[src/rtl/countones_pkg.sv]
// Shared types for the population-count monitor.
// Also carries a behavioural popcount helper for benches.
package countones_pkg;

    typedef enum logic [1:0] {
        ONEHOT  = 2'd0,
        ONEHOT0 = 2'd1,
        EXACT   = 2'd2,
        ATMOST  = 2'd3
    } mode_e;

    typedef enum logic [1:0] {
        IDLE    = 2'd0,
        FAILING = 2'd1,
        ALARM   = 2'd2
    } state_e;

    function automatic int popcount_f(input logic [63:0] v);
        int n;
        n = 0;
        for (int i = 0; i < 64; i++) begin
            n += int'(v[i]);
        end
        return n;
    endfunction

endpackage

[src/rtl/countones_monitor_popcount_tree.sv]
// Combinational popcount of a WIDTH-bit vector.
// Result width is just wide enough to hold WIDTH.
module popcount_tree #(
    parameter  int WIDTH = 8,
    localparam int CW    = $clog2(WIDTH + 1)
) (
    input  logic [WIDTH-1:0] vec,
    output logic [CW-1:0]    cnt
);

    always_comb begin
        cnt = '0;
        for (int i = 0; i < WIDTH; i++) begin
            cnt = cnt + CW'(vec[i]);
        end
    end

endmodule

[src/rtl/countones_monitor.sv]
// Population-count invariant checker with stats, first-fail capture and alarm FSM.
// Define COUNTONES_MON_SVA_EN to embed concurrent assertions.
module countones_monitor
    import countones_pkg::*;
#(
    parameter  int WIDTH     = 8,
    parameter  int CNT_W     = 16,
    parameter  int ALARM_THR = 3,
    localparam int CW        = $clog2(WIDTH + 1)
) (
    input  logic             clk,
    input  logic             rst_n,
    input  logic             clr,
    input  logic             sample_en,
    input  logic [WIDTH-1:0] vec,
    input  logic [1:0]       mode,
    input  logic [CW-1:0]    target,
    output logic             pass_pulse,
    output logic             fail_pulse,
    output logic [CW-1:0]    popcnt,
    output logic [CNT_W-1:0] pass_cnt,
    output logic [CNT_W-1:0] fail_cnt,
    output logic [WIDTH-1:0] first_fail_vec,
    output logic             first_fail_vld,
    output logic             alarm,
    output logic [1:0]       state
);

    localparam int             CNW = $clog2(ALARM_THR + 1);
    localparam logic [CNW-1:0] THR = CNW'(ALARM_THR);

    logic [CW-1:0]  pc;
    logic           ok;
    logic           smp;
    logic           pass_now;
    logic           fail_now;
    state_e         state_q;
    state_e         state_nx;
    logic [CNW-1:0] consec_q;
    logic [CNW-1:0] consec_nx;

    popcount_tree #(.WIDTH(WIDTH)) u_pc (
        .vec (vec),
        .cnt (pc)
    );

    always_comb begin
        ok = 1'b0;
        unique case (mode_e'(mode))
            ONEHOT:  ok = (pc == CW'(1));
            ONEHOT0: ok = (pc <= CW'(1));
            EXACT:   ok = (pc == target);
            ATMOST:  ok = (pc <= target);
            default: ok = 1'b0;
        endcase
    end

    // clr discards any sample presented alongside it
    assign smp      = sample_en && !clr;
    assign pass_now = smp && ok;
    assign fail_now = smp && !ok;

    always_ff @(posedge clk) begin
        if (!rst_n || clr) begin
            pass_pulse     <= 1'b0;
            fail_pulse     <= 1'b0;
            popcnt         <= '0;
            pass_cnt       <= '0;
            fail_cnt       <= '0;
            first_fail_vec <= '0;
            first_fail_vld <= 1'b0;
        end else begin
            pass_pulse <= pass_now;
            fail_pulse <= fail_now;
            if (smp) popcnt <= pc;
            if (pass_now && pass_cnt != '1) pass_cnt <= pass_cnt + 1'b1;
            if (fail_now && fail_cnt != '1) fail_cnt <= fail_cnt + 1'b1;
            if (fail_now && !first_fail_vld) begin
                first_fail_vec <= vec;
                first_fail_vld <= 1'b1;
            end
        end
    end

    always_ff @(posedge clk) begin
        if (!rst_n || clr) begin
            state_q  <= IDLE;
            consec_q <= '0;
        end else begin
            state_q  <= state_nx;
            consec_q <= consec_nx;
        end
    end

    always_comb begin
        state_nx  = state_q;
        consec_nx = consec_q;
        if (smp) begin
            unique case (state_q)
                IDLE: begin
                    if (!ok) begin
                        consec_nx = CNW'(1);
                        state_nx  = (ALARM_THR == 1) ? ALARM : FAILING;
                    end
                end
                FAILING: begin
                    if (!ok) begin
                        consec_nx = consec_q + 1'b1;
                        if (consec_nx == THR) state_nx = ALARM;
                    end else begin
                        consec_nx = '0;
                        state_nx  = IDLE;
                    end
                end
                ALARM:   state_nx = ALARM;
                default: state_nx = IDLE;
            endcase
        end
    end

    always_comb begin
        alarm = (state_q == ALARM);
        state = state_q;
    end

`ifdef COUNTONES_MON_SVA_EN
    a_excl: assert property (@(posedge clk) disable iff (!rst_n)
        fail_pulse |-> !pass_pulse);
    a_rose: assert property (@(posedge clk) disable iff (!rst_n)
        $rose(alarm) |-> $past(fail_now));
    a_stick: assert property (@(posedge clk) disable iff (!rst_n)
        (alarm && !clr) |=> alarm);
    a_onehot: assert property (@(posedge clk) disable iff (!rst_n)
        (sample_en && !clr && mode_e'(mode) == ONEHOT)
        |=> pass_pulse == $past($onehot(vec)));
`endif

endmodule
[config.mk]
export PLATFORM = sky130hd
export DESIGN_NAME = countones_monitor
export DESIGN_NICKNAME = d
export VERILOG_FILES = /design/src/rtl/countones_pkg.sv /design/src/rtl/countones_monitor_popcount_tree.sv /design/src/rtl/countones_monitor.sv
export SDC_FILE = /design/constraint.sdc
export NUM_CORES = 1
export LEC_CHECK = 0
export BUFFER_PORTS_ARGS = -buffer_cell sky130_fd_sc_hd__buf_2
export CAP_MARGIN = 20
export CORE_UTILIZATION = 56
export DETAILED_ROUTE_END_ITERATION = 8
export GPL_TIMING_DRIVEN = 0
export PLACE_DENSITY = 0.81
export SLEW_MARGIN = 20
export SYNTH_ARGS = -nofsm -noshare
export SYNTH_HDL_FRONTEND = slang
export SYNTH_SLANG_ARGS = --single-unit
[constraint.sdc]
create_clock -name clk -period 13.1 [get_ports clk]
set_clock_uncertainty 0.2 [all_clocks]
set_input_delay 0.655 -clock clk [delete_from_list [all_inputs] [get_ports clk]]
set_output_delay 0.655 -clock clk [all_outputs]
set_load 0.01 [all_outputs]
==> flow_metrics.py, run 1 <==
metrics = {
    "floorplan": {
        "num_rows": 24,
        "die_h_um": 69.9,
        "ios": 68,
        "die_width_um": 69.9,
        "start_util": 0.588,
        "die-area_mm2": 0.00488,
        "fp.coreArea_mm2": 0.00438,
    },
    "clocking": {
        "cts_sinks": 51,
        "clockRootBuffer": "clkbuf_8",
        "htree_num_levels": 2,
        "path_clk_slew_ns": 0.11,
        "numCtsBuffers": 5,
        "post_cts_resized": 0,
        "cts_tree": "yes",
        "insertion_delay_ns": 0.32,
        "clockBufferDepth": 2,
        "hold_buffers": 0,
        "post_cts_buffers": 0,
    },
    "synthesis": {
        "synthArstFlopShare": 0,
        "synth-edff-count": 0,
        "yosysSeqAreaShare": 0.396,
        "syn_nets": 335,
        "synth_cells": 303,
        "yosys_warnings": 0,
        "synthFlopType": "dfxtp_1",
        "ys_types": 42,
        "syn_avg_cell_area_um2": 8.51,
        "ys_seq_elements": 51,
        "netlist_area_mm2": 0.00258,
    },
    "global_route": {
        "grt_pass1_vias": 2195,
        "grt.total_usage": 0.243,
        "grt_pass1_wl_mm": 9.56,
        "grt_max_degree": 19,
        "grt_overflow": 0,
        "antenna_found_initial": 0,
    },
    "cells_and_area": {
        "syn_to_final_growth_pct": 19.1,
        "multi_input_area_mm2": 0.00144,
        "fill_cells": 369,
        "drive_above_1_share": 0.204,
        "regArea_mm2": 0.00102,
        "diodes": 0,
        "nets": 408,
    },
    "timing": {
        "report.final.slew_viol_count": 0,
        "period_needed_ns": 5.18,
        "max_slew_margin": 0.306,
        "worst_slew_pin_slew_ns": 1.03,
        "setup_viol": 0,
        "finalSetupTns_ns": 0,
        "fmax_mhz": 193,
        "finalCritPeriodShare": 0.396,
        "hold_violations": 0,
        "rsz0062_at_grt": "false",
    },
    "route": {
        "totalWireLength_mm": 5.64,
        "routedWlPerCell_um": 13.1,
        "firstDrtPassIters": 4,
        "vias": 2354,
        "antenna_left": 0,
        "drc": 0,
        "drt_iter0_drc": 129,
        "post_drt_via_cell_ratio": 5.49,
    },
    "status": {
        "run_status": "completed",
    },
    "pwr": {
        "p_per_area_mw_per_mm2": 104,
        "peakVddDrop_v": 0.0000713,
        "p_sw_frac": 0.309,
        "switchingPower_mw": 0.0991,
        "combPwrFrac": 0.197,
        "total_power_mw": 0.321,
        "power_frac_seq": 0.497,
        "cellLeakagePower_nw": 1.34,
        "clkPwrFrac": 0.306,
        "p_int_mw": 0.222,
    },
    "worst_setup_path": {
        "path_class": "in -> reg",
        "arrival_ns": 5.24,
        "worst_ep_required_time_ns": 13.15,
        "worstSetupEndpointType": "flop",
        "start_kind": "input port",
        "path_max_fanout": 9,
    },
    "placed_design": {
        "routabilityCongestion": 0.862,
        "dp.final_hpwl_mm": 4.19,
        "place.port_buffers": 66,
    },
    "min_path": {
        "hold_class": "reg -> reg",
    },
    "flow_run": {
        "cap_viol_max_count": 0,
    },
}
==> state kept, by name (all words and copies together), names as in the netlist <==
signal          flops
consec_q            2
fail_cnt           16
fail_pulse          1
first_fail_vec      8
first_fail_vld      1
pass_cnt           16
pass_pulse          1
popcnt              4
state               2
==> area by class of cell <==
type,instances,share of cell area
clock buffers,5,0.0224
inverters,20,0.0244
flip-flops and latches,51,0.332
clock inverters,3,0.00936
plain buffers,12,0.0151
multi-input cells,220,0.468
repair buffers,66,0.107
well taps,52,0.0212
==> synthesized netlist by cell type, types with 3 or more instances <==
| master | count | area share |
|---|---|---|
| nor2_1 | 49 | 0.071 |
| and3_1 | 6 | 0.015 |
| o31ai_1 | 3 | 0.0087 |
| xnor2_1 | 21 | 0.071 |
| nor2b_1 | 4 | 0.0097 |
| inv_1 | 20 | 0.029 |
| a21oi_1 | 11 | 0.021 |
| nor4_1 | 10 | 0.024 |
| fa_1 | 4 | 0.031 |
| or4_1 | 3 | 0.0087 |
| clkbuf_1 | 11 | 0.016 |
| dfxtp_1 | 51 | 0.40 |
| or3_1 | 4 | 0.0097 |
| nand2_1 | 20 | 0.029 |
| and4_1 | 3 | 0.010 |
| nand4_1 | 7 | 0.017 |
| nor3_1 | 9 | 0.017 |
| o21ai_0 | 7 | 0.014 |
| ha_1 | 10 | 0.048 |
| mux2i_1 | 12 | 0.047 |
| nand2b_1 | 3 | 0.0073 |
| xor2_1 | 3 | 0.010 |
| nand3_1 | 10 | 0.019 |
==> critical path, cell delays in order <==
cell     delay (ns)
buf_2          0.11
ha_1           0.28
inv_1          0.07
fa_1           0.42
fa_1           0.49
inv_1          0.05
fa_1           0.38
inv_1          0.09
fa_1           0.45
inv_1          0.09
ha_1           0.22
nor2b_1        0.13
o211a_1        0.21
o211a_2        0.28
or4_1          0.51
buf_2          0.19
or4_1          0.47
a21oi_1        0.14
==> cells by family after synthesis <==
family	count (synthesis)	share of synthesized area
AO/OA/AOI/OAI	34	0.0873
XOR/XNOR	24	0.0815
adder cells (fa/ha/maj)	14	0.0795
buffers and inverters	32	0.0470
flip-flops	51	0.396
multiplexers	12	0.0466
AND/OR/NAND/NOR	136	0.262
==> path summary, 6_finish.rpt <==
kind | depth (start not counted) | start | end | slack [ns]
min | 1 | consec_q[0] | consec_q[0] | 0.29
min reg2reg | 1 | consec_q[0] | consec_q[0] | 0.29
max | 18 | vec[0] | pass_cnt[15] | 7.92
max reg2reg | 8 | pass_cnt[0] | pass_cnt[15] | 10.47
==> layout by cell type (no fill, tap or decap), types with 2 or more instances in the layout <==
master,synthesis,layout
a21oi_1,11,11
and2_1,2,2
and3_1,6,6
and4_1,3,3
buf_2,1,67
clkbuf_1,11,11
clkbuf_8,0,5
clkinv_4,0,2
dfxtp_1,51,51
fa_1,4,4
ha_1,10,10
inv_1,20,20
mux2i_1,12,12
nand2_1,20,20
nand2b_1,3,3
nand3_1,10,10
nand4_1,7,7
nand4b_1,2,2
nor2_1,49,49
nor2b_1,4,4
nor3_1,9,9
nor4_1,10,10
nor4b_1,2,2
o21ai_0,7,7
o31ai_1,3,3
or3_1,4,4
or4_1,3,3
xnor2_1,21,21
xor2_1,3,3
==> power groups by stage <==
stage / Combinational, mW / Sequential, mW / Clock, mW
finish: 0.0632 / 0.159 / 0.0982
detailed placement: 0.0624 / 0.163 / 0
CTS: 0.0635 / 0.159 / 0.0992
floorplan: 0.0431 / 0.164 / 0
global route: 0.0709 / 0.160 / 0.107
global placement: 0.0612 / 0.163 / 0
==> per-stage QoR <==
stage                     cell area, um2  std cells  setup slack, ns  hold WS (ns)   util
after floorplan                     2580        303             7.92         0.248      -
after global placement              2980        421             7.65         0.264  0.679
after detailed placement            2980        421             7.59         0.280  0.679
after CTS                           3070        429             7.90         0.299  0.701
after global routing                3070        429             7.71         0.316  0.701
final                               3070        429             7.92         0.292  0.701
==> routing by layer <==
layer / global-route usage / vias to the layer above / wire, um / share of wire
met3: 0.0678 / 7 / 340 / 0.060
met2: 0.403 / 74 / 2700 / 0.48
met5: 0 / - / 0 / 0
met4: 0.0756 / 0 / 37 / 0.0066
met1: 0.307 / 1073 / 2560 / 0.45
li1: - / 1200 / - / -
No activity file was read; power rests on OpenSTA's default activity.
==> run 2, diff against run 1 <==
Settings changed: ABC_AREA set to 1, CORE_UTILIZATION 56 to 49, PLACE_DENSITY 0.81 to 0.73.
Clock period 13.1 ns to 4.5 ns, I/O delays scaled along.
==> flow_metrics.py, run 2 <==
metrics = {
    "clocking": {
        "numCtsBuffers": 5,
        "clockBufferDepth": 2,
        "clockRootBuffer": "clkbuf_8",
        "path_clk_slew_ns": 0.10,
        "post_cts_buffers": 0,
        "cts_tree": "yes",
        "htree_num_levels": 2,
        "cts_sinks": 51,
        "insertion_delay_ns": 0.31,
    },
    "synthesis": {
        "synth_area_leader_cell": "dfxtp_1",
        "synth_xor_area_frac": 0.0553,
        "synth_top_family_by_area": "simple AND/OR/NAND/NOR gates",
        "synth_mux_area_frac": 0,
        "ys_seq_elements": 51,
        "yosys_warnings": 0,
        "synth.most_common_cell": "nand2_1",
        "synth_compound_area_frac": 0.0744,
        "synthArstFlopShare": 0,
        "syn_nets": 501,
        "synth_common_cells": "123 x nand2_1, 63 x nor2_1, 58 x inv_1",
        "netlist_area_mm2": 0.00314,
        "ys_types": 29,
        "synth_cells": 469,
        "synthFlopType": "dfxtp_1",
        "synth_simple_gate_area_share": 0.381,
        "synth_area_leaders": "dfxtp_1 32%, nand2_1 15%, nor2_1 7.5%",
        "syn_avg_cell_area_um2": 6.70,
        "yosys.area_share.adder": 0.0653,
        "yosysSeqAreaShare": 0.325,
        "synth_top_area_frac": 0.325,
        "synth-edff-count": 0,
    },
    "worst_setup_path": {
        "r2r-start": "fail_cnt[0]",
        "start_kind": "input port",
        "startpoint": "vec[2]",
        "arrival_ns": 4.29,
        "path_max_fanout": 10,
        "worst_ep_required_time_ns": 4.48,
        "worstSetupEndpointType": "flop",
        "path_class": "in -> reg",
    },
    "global_route": {
        "grt_pass1_wl_mm": 13.1,
        "antenna_found_initial": 0,
        "met1_usage": 0.339,
        "grt_max_degree": 16,
        "grt_use_met2": 0.407,
        "grt.total_usage": 0.254,
        "busiest_layer": "met2",
        "use_met3": 0.0462,
        "grt_overflow": 0,
        "grt_pass1_vias": 2861,
    },
    "cells_and_area": {
        "top_regs": "fail_cnt: 16 flops, pass_cnt: 16 flops, first_fail_vec: 8 flops",
        "layoutNonFillerInstCount": 627,
        "drive_above_1_share": 0.179,
        "fin_util": 0.631,
        "nets": 583,
        "layout_commonest_cell": "nand2_1",
        "syn_to_final_growth_pct": 21.6,
        "final_cell_mix": "121 x nand2_1, 69 x buf_2, 63 x nor2_1",
        "diodes": 0,
    },
    "pwr": {
        "p_sw_frac": 0.310,
        "cellLeakagePower_nw": 1.69,
        "switchingPower_mw": 0.332,
        "power_frac_seq": 0.436,
        "peakVddDrop_v": 0.000161,
        "p_int_mw": 0.740,
        "clkPwrFrac": 0.323,
        "p_per_area_mw_per_mm2": 280,
        "combPwrFrac": 0.242,
        "total_power_mw": 1.07,
    },
    "timing": {
        "fmax_mhz": 232,
        "report.final.slew_viol_count": 0,
        "setup_viol": 0,
        "worst_slew_pin_slew_ns": 0.539,
        "hold_violations": 0,
        "setup_slack_ns": 0.192,
        "finalSetupTns_ns": 0,
        "max_slew_margin": 0.640,
        "finalCritPeriodShare": 0.957,
        "period_needed_ns": 4.31,
    },
    "status": {
        "run_status": "completed",
    },
    "floorplan": {
        "start_util": 0.519,
        "die-area_mm2": 0.00674,
        "num_rows": 28,
        "die_h_um": 82.1,
        "die_width_um": 82.1,
        "fp.coreArea_mm2": 0.00606,
        "ios": 68,
    },
    "placed_design": {
        "place.port_buffers": 67,
        "routabilityCongestion": 0.897,
        "dpl.cell_count": 611,
        "place_ws_ns": -0.0190,
        "dp.final_hpwl_mm": 5.92,
    },
    "route": {
        "drt_iter0_drc": 166,
        "routedWlPerCell_um": 12.7,
        "drc": 0,
        "totalWireLength_mm": 7.97,
        "vias": 3289,
        "firstDrtPassIters": 5,
        "post_drt_via_cell_ratio": 5.25,
        "antenna_left": 0,
    },
    "flow_run": {
        "cap_viol_max_count": 0,
    },
    "min_path": {
        "min_from": "vec[3]",
        "hold_class": "in -> reg",
    },
}
## run 2: worst max-delay path: stages
cell and delay, ns:
dlygate4sd3_1 0.53, buf_2 0.11, inv_1 0.05, fa_1 0.49, fa_1 0.49, inv_1 0.05
fa_1 0.37, inv_1 0.09, fa_2 0.25, xor2_4 0.22, inv_1 0.08, ha_1 0.29
nand2_1 0.07, inv_1 0.05, nand2_1 0.06, nand2_1 0.06, nand2_2 0.11, nand2_4 0.10
nand2_4 0.10, nand3_2 0.17, buf_6 0.21, nand2_1 0.05, a21oi_1 0.06
## run 2: power by group through the flow
stage / Clock (mW) / Sequential (mW) / Combinational, mW
3_5_place_dp: 0 / 0.477 / 0.235
2_1_floorplan: 0 / 0.480 / 0.169
4_1_cts: 0.353 / 0.467 / 0.241
6_report: 0.346 / 0.467 / 0.259
5_1_grt: 0.369 / 0.468 / 0.291
3_3_place_gp: 0 / 0.477 / 0.229
## run 2: cell families (layout without fill, tap and decap cells)
logic type	Yosys count	after routing
AOI/OAI and AO/OA	46	46
xor gates and xnor gates	19	19
adders and majority gates	14	14
buffers and inverters	73	156
DFF	51	51
and+or+nand+nor	266	266
## run 2: stage by stage
step | hold slack (ns) | instance area, um2
global route | 0.0345 | 3820
CTS | 0.00770 | 3770
floorplan | 0.160 | 3140
finish | 0.0297 | 3820
detailed placement | 0.275 | 3570
global placement | 0.264 | 3570
## run 2: metal layers
metal  part of all wire  routed length (um)
met5                  0                   0
met3              0.057                 454
met1               0.47                3720
met2               0.47                3720
met4             0.0093                  74
## run 2: final cells by class
type                            instances  area, um2
Fill cell                             570       2240
Buffer                                 15       97.6
Sequential cell                        51       1020
Tap cell                               75       93.8
Timing Repair Buffer                   75        415
Multi-Input combinational cell        345       1860
Clock inverter                          2       35.0
Inverter                               58        218
Clock buffer                            6       82.6
## run 2: final timing paths
check	cells past startpoint	to	slack, ns
worst min register to register	2	pass_cnt[14]	0.32
worst max-delay path	23	pass_cnt[7]	0.19
worst min-delay path	3	first_fail_vec[3]	0.03
worst max register to register	9	fail_cnt[11]	2.25
## run 2: repair_timing
item                       in CTS  in global routing
hold endpoints to repair        8                  0
hold buffers                    8                  0
gates resized for setup         0                  9
setup endpoints to repair       0                 36
==> run 3, diff against run 2 <==
Settings changed: CORE_ASPECT_RATIO set to 1.75.
==> flow_metrics.py, run 3 (synthesis results as in run 2) <==
metrics = {
    "route": {
        "totalWireLength_mm": 8.09,
        "antenna_left": 0,
        "routedWlPerCell_um": 12.8,
        "vias": 3283,
        "drc": 0,
        "firstDrtPassIters": 4,
        "post_drt_via_cell_ratio": 5.21,
        "drt_iter0_drc": 173,
    },
    "cells_and_area": {
        "multi_input_area_mm2": 0.00182,
        "nets": 583,
        "final_cell_mix": "122 x nand2_1, 69 x buf_2, 63 x nor2_1",
        "drive_above_1_share": 0.175,
        "syn_to_final_growth_pct": 19.0,
        "diodes": 0,
        "fill_cells": 621,
        "regArea_mm2": 0.00102,
        "design_area_mm2": 0.00374,
        "top_regs": "fail_cnt: 16 flops, pass_cnt: 16 flops, first_fail_vec: 8 flops",
        "layout_commonest_cell": "nand2_1",
    },
    "timing": {
        "holdWs_ns": 0.0181,
        "hold_violations": 0,
        "max_slew_margin": 0.635,
        "fmax_mhz": 232,
        "finalCritPeriodShare": 0.956,
        "report.final.slew_viol_count": 0,
        "setup_slack_ns": 0.197,
        "worst_slew_pin_slew_ns": 0.546,
        "period_needed_ns": 4.30,
        "setup_viol": 0,
    },
    "worst_setup_path": {
        "worst_ep_required_time_ns": 4.55,
        "path_max_fanout": 10,
        "start_kind": "input port",
        "worstSetupEndpointType": "flop",
        "arrival_ns": 4.35,
        "path_class": "in -> reg",
    },
    "placed_design": {
        "place_ws_ns": 0.0522,
        "routabilityCongestion": 0.874,
        "dp.final_hpwl_mm": 6.18,
        "dpl-instance-area_mm2": 0.00358,
        "place.port_buffers": 67,
    },
    "clocking": {
        "cts_tree": "yes",
        "cts_sinks": 51,
        "path_clk_slew_ns": 0.09,
        "clockRootBuffer": "clkbuf_8",
        "numCtsBuffers": 5,
        "insertion_delay_ns": 0.31,
        "htree_num_levels": 2,
        "clockBufferDepth": 2,
    },
    "global_route": {
        "grt_max_degree": 14,
        "grt_pass1_wl_mm": 13.6,
        "antenna_found_initial": 0,
        "grt.total_usage": 0.254,
        "grt_pass1_vias": 3122,
        "grt_overflow": 0,
    },
    "pwr": {
        "peakVddDrop_v": 0.000224,
        "p_per_area_mw_per_mm2": 259,
        "cellLeakagePower_nw": 1.66,
    },
    "floorplan": {
        "die_width_um": 62.6,
        "start_util": 0.509,
        "die-area_mm2": 0.00675,
        "ios": 68,
        "fp.coreArea_mm2": 0.00618,
        "die_h_um": 108,
        "num_rows": 38,
    },
    "min_path": {
        "hold_class": "in -> reg",
    },
    "status": {
        "run_status": "completed",
    },
    "flow_run": {
        "cap_viol_max_count": 0,
    },
}
run 3: power breakdown:
part           internal, mW  switching [mW]
clock                 0.104           0.151
sequential            0.460         0.00635
combinational        0.0944           0.154
run 3: repair_timing:
action	CTS	global route
resized for setup	0	3
setup endpoints to repair	0	28
hold buffers	7	0
buffers inserted	0	1
endpoints found under the hold margin	7	0
run 3: worst paths after layout:
path	startpoint	to	cells after the start	slack (ns)
setup / recovery	vec[2]	pass_cnt[4]	22	0.20
hold / removal	vec[3]	first_fail_vec[3]	3	0.02
setup reg to reg	fail_cnt[0]	fail_cnt[9]	9	2.28
hold reg to reg	first_fail_vld	first_fail_vld	2	0.30
run 3: area by class of cell:
cell class                      count  share of cell area
Inverter                           58              0.0582
Buffer                             15              0.0251
Clock buffer                        6              0.0194
Sequential cell                    51               0.273
Timing Repair Buffer               75               0.110
Multi-Input combinational cell    345               0.487
Tap cell                           80              0.0268
run 3: per-layer routing:
layer | routed length, um | up-vias | GRT usage
met5 | 0 | - | 0
met4 | 316 | 0 | 0.150
met3 | 367 | 24 | 0.0475
met2 | 4320 | 105 | 0.475
met1 | 3090 | 1485 | 0.259
li1 | - | 1669 | -
run 3: worst max-delay path, cell delays in order:
cell	delay, ns
dlygate4sd3_1	0.53
buf_2	0.11
inv_1	0.05
fa_1	0.48
fa_1	0.49
inv_1	0.05
fa_1	0.39
inv_1	0.09
fa_1	0.46
inv_1	0.08
ha_1	0.23
nand2_1	0.07
nand2_1	0.05
nand2_1	0.05
nand2_1	0.04
nand2_1	0.14
nand2_4	0.10
nand2_4	0.10
buf_6	0.15
buf_6	0.15
nand4_1	0.11
a21oi_2	0.17
run 3: per-stage QoR:
step / instances / TNS [ns] / util / power, mW
CTS: 629 / 0 / 0.602 / 0.970
finish: 630 / 0 / 0.605 / 0.970
global route: 630 / -0.00390 / 0.605 / 1.02
global placement: 616 / 0 / 0.579 / 0.709
floorplan: 469 / 0 / - / 0.649
detailed placement: 616 / 0 / 0.579 / 0.713
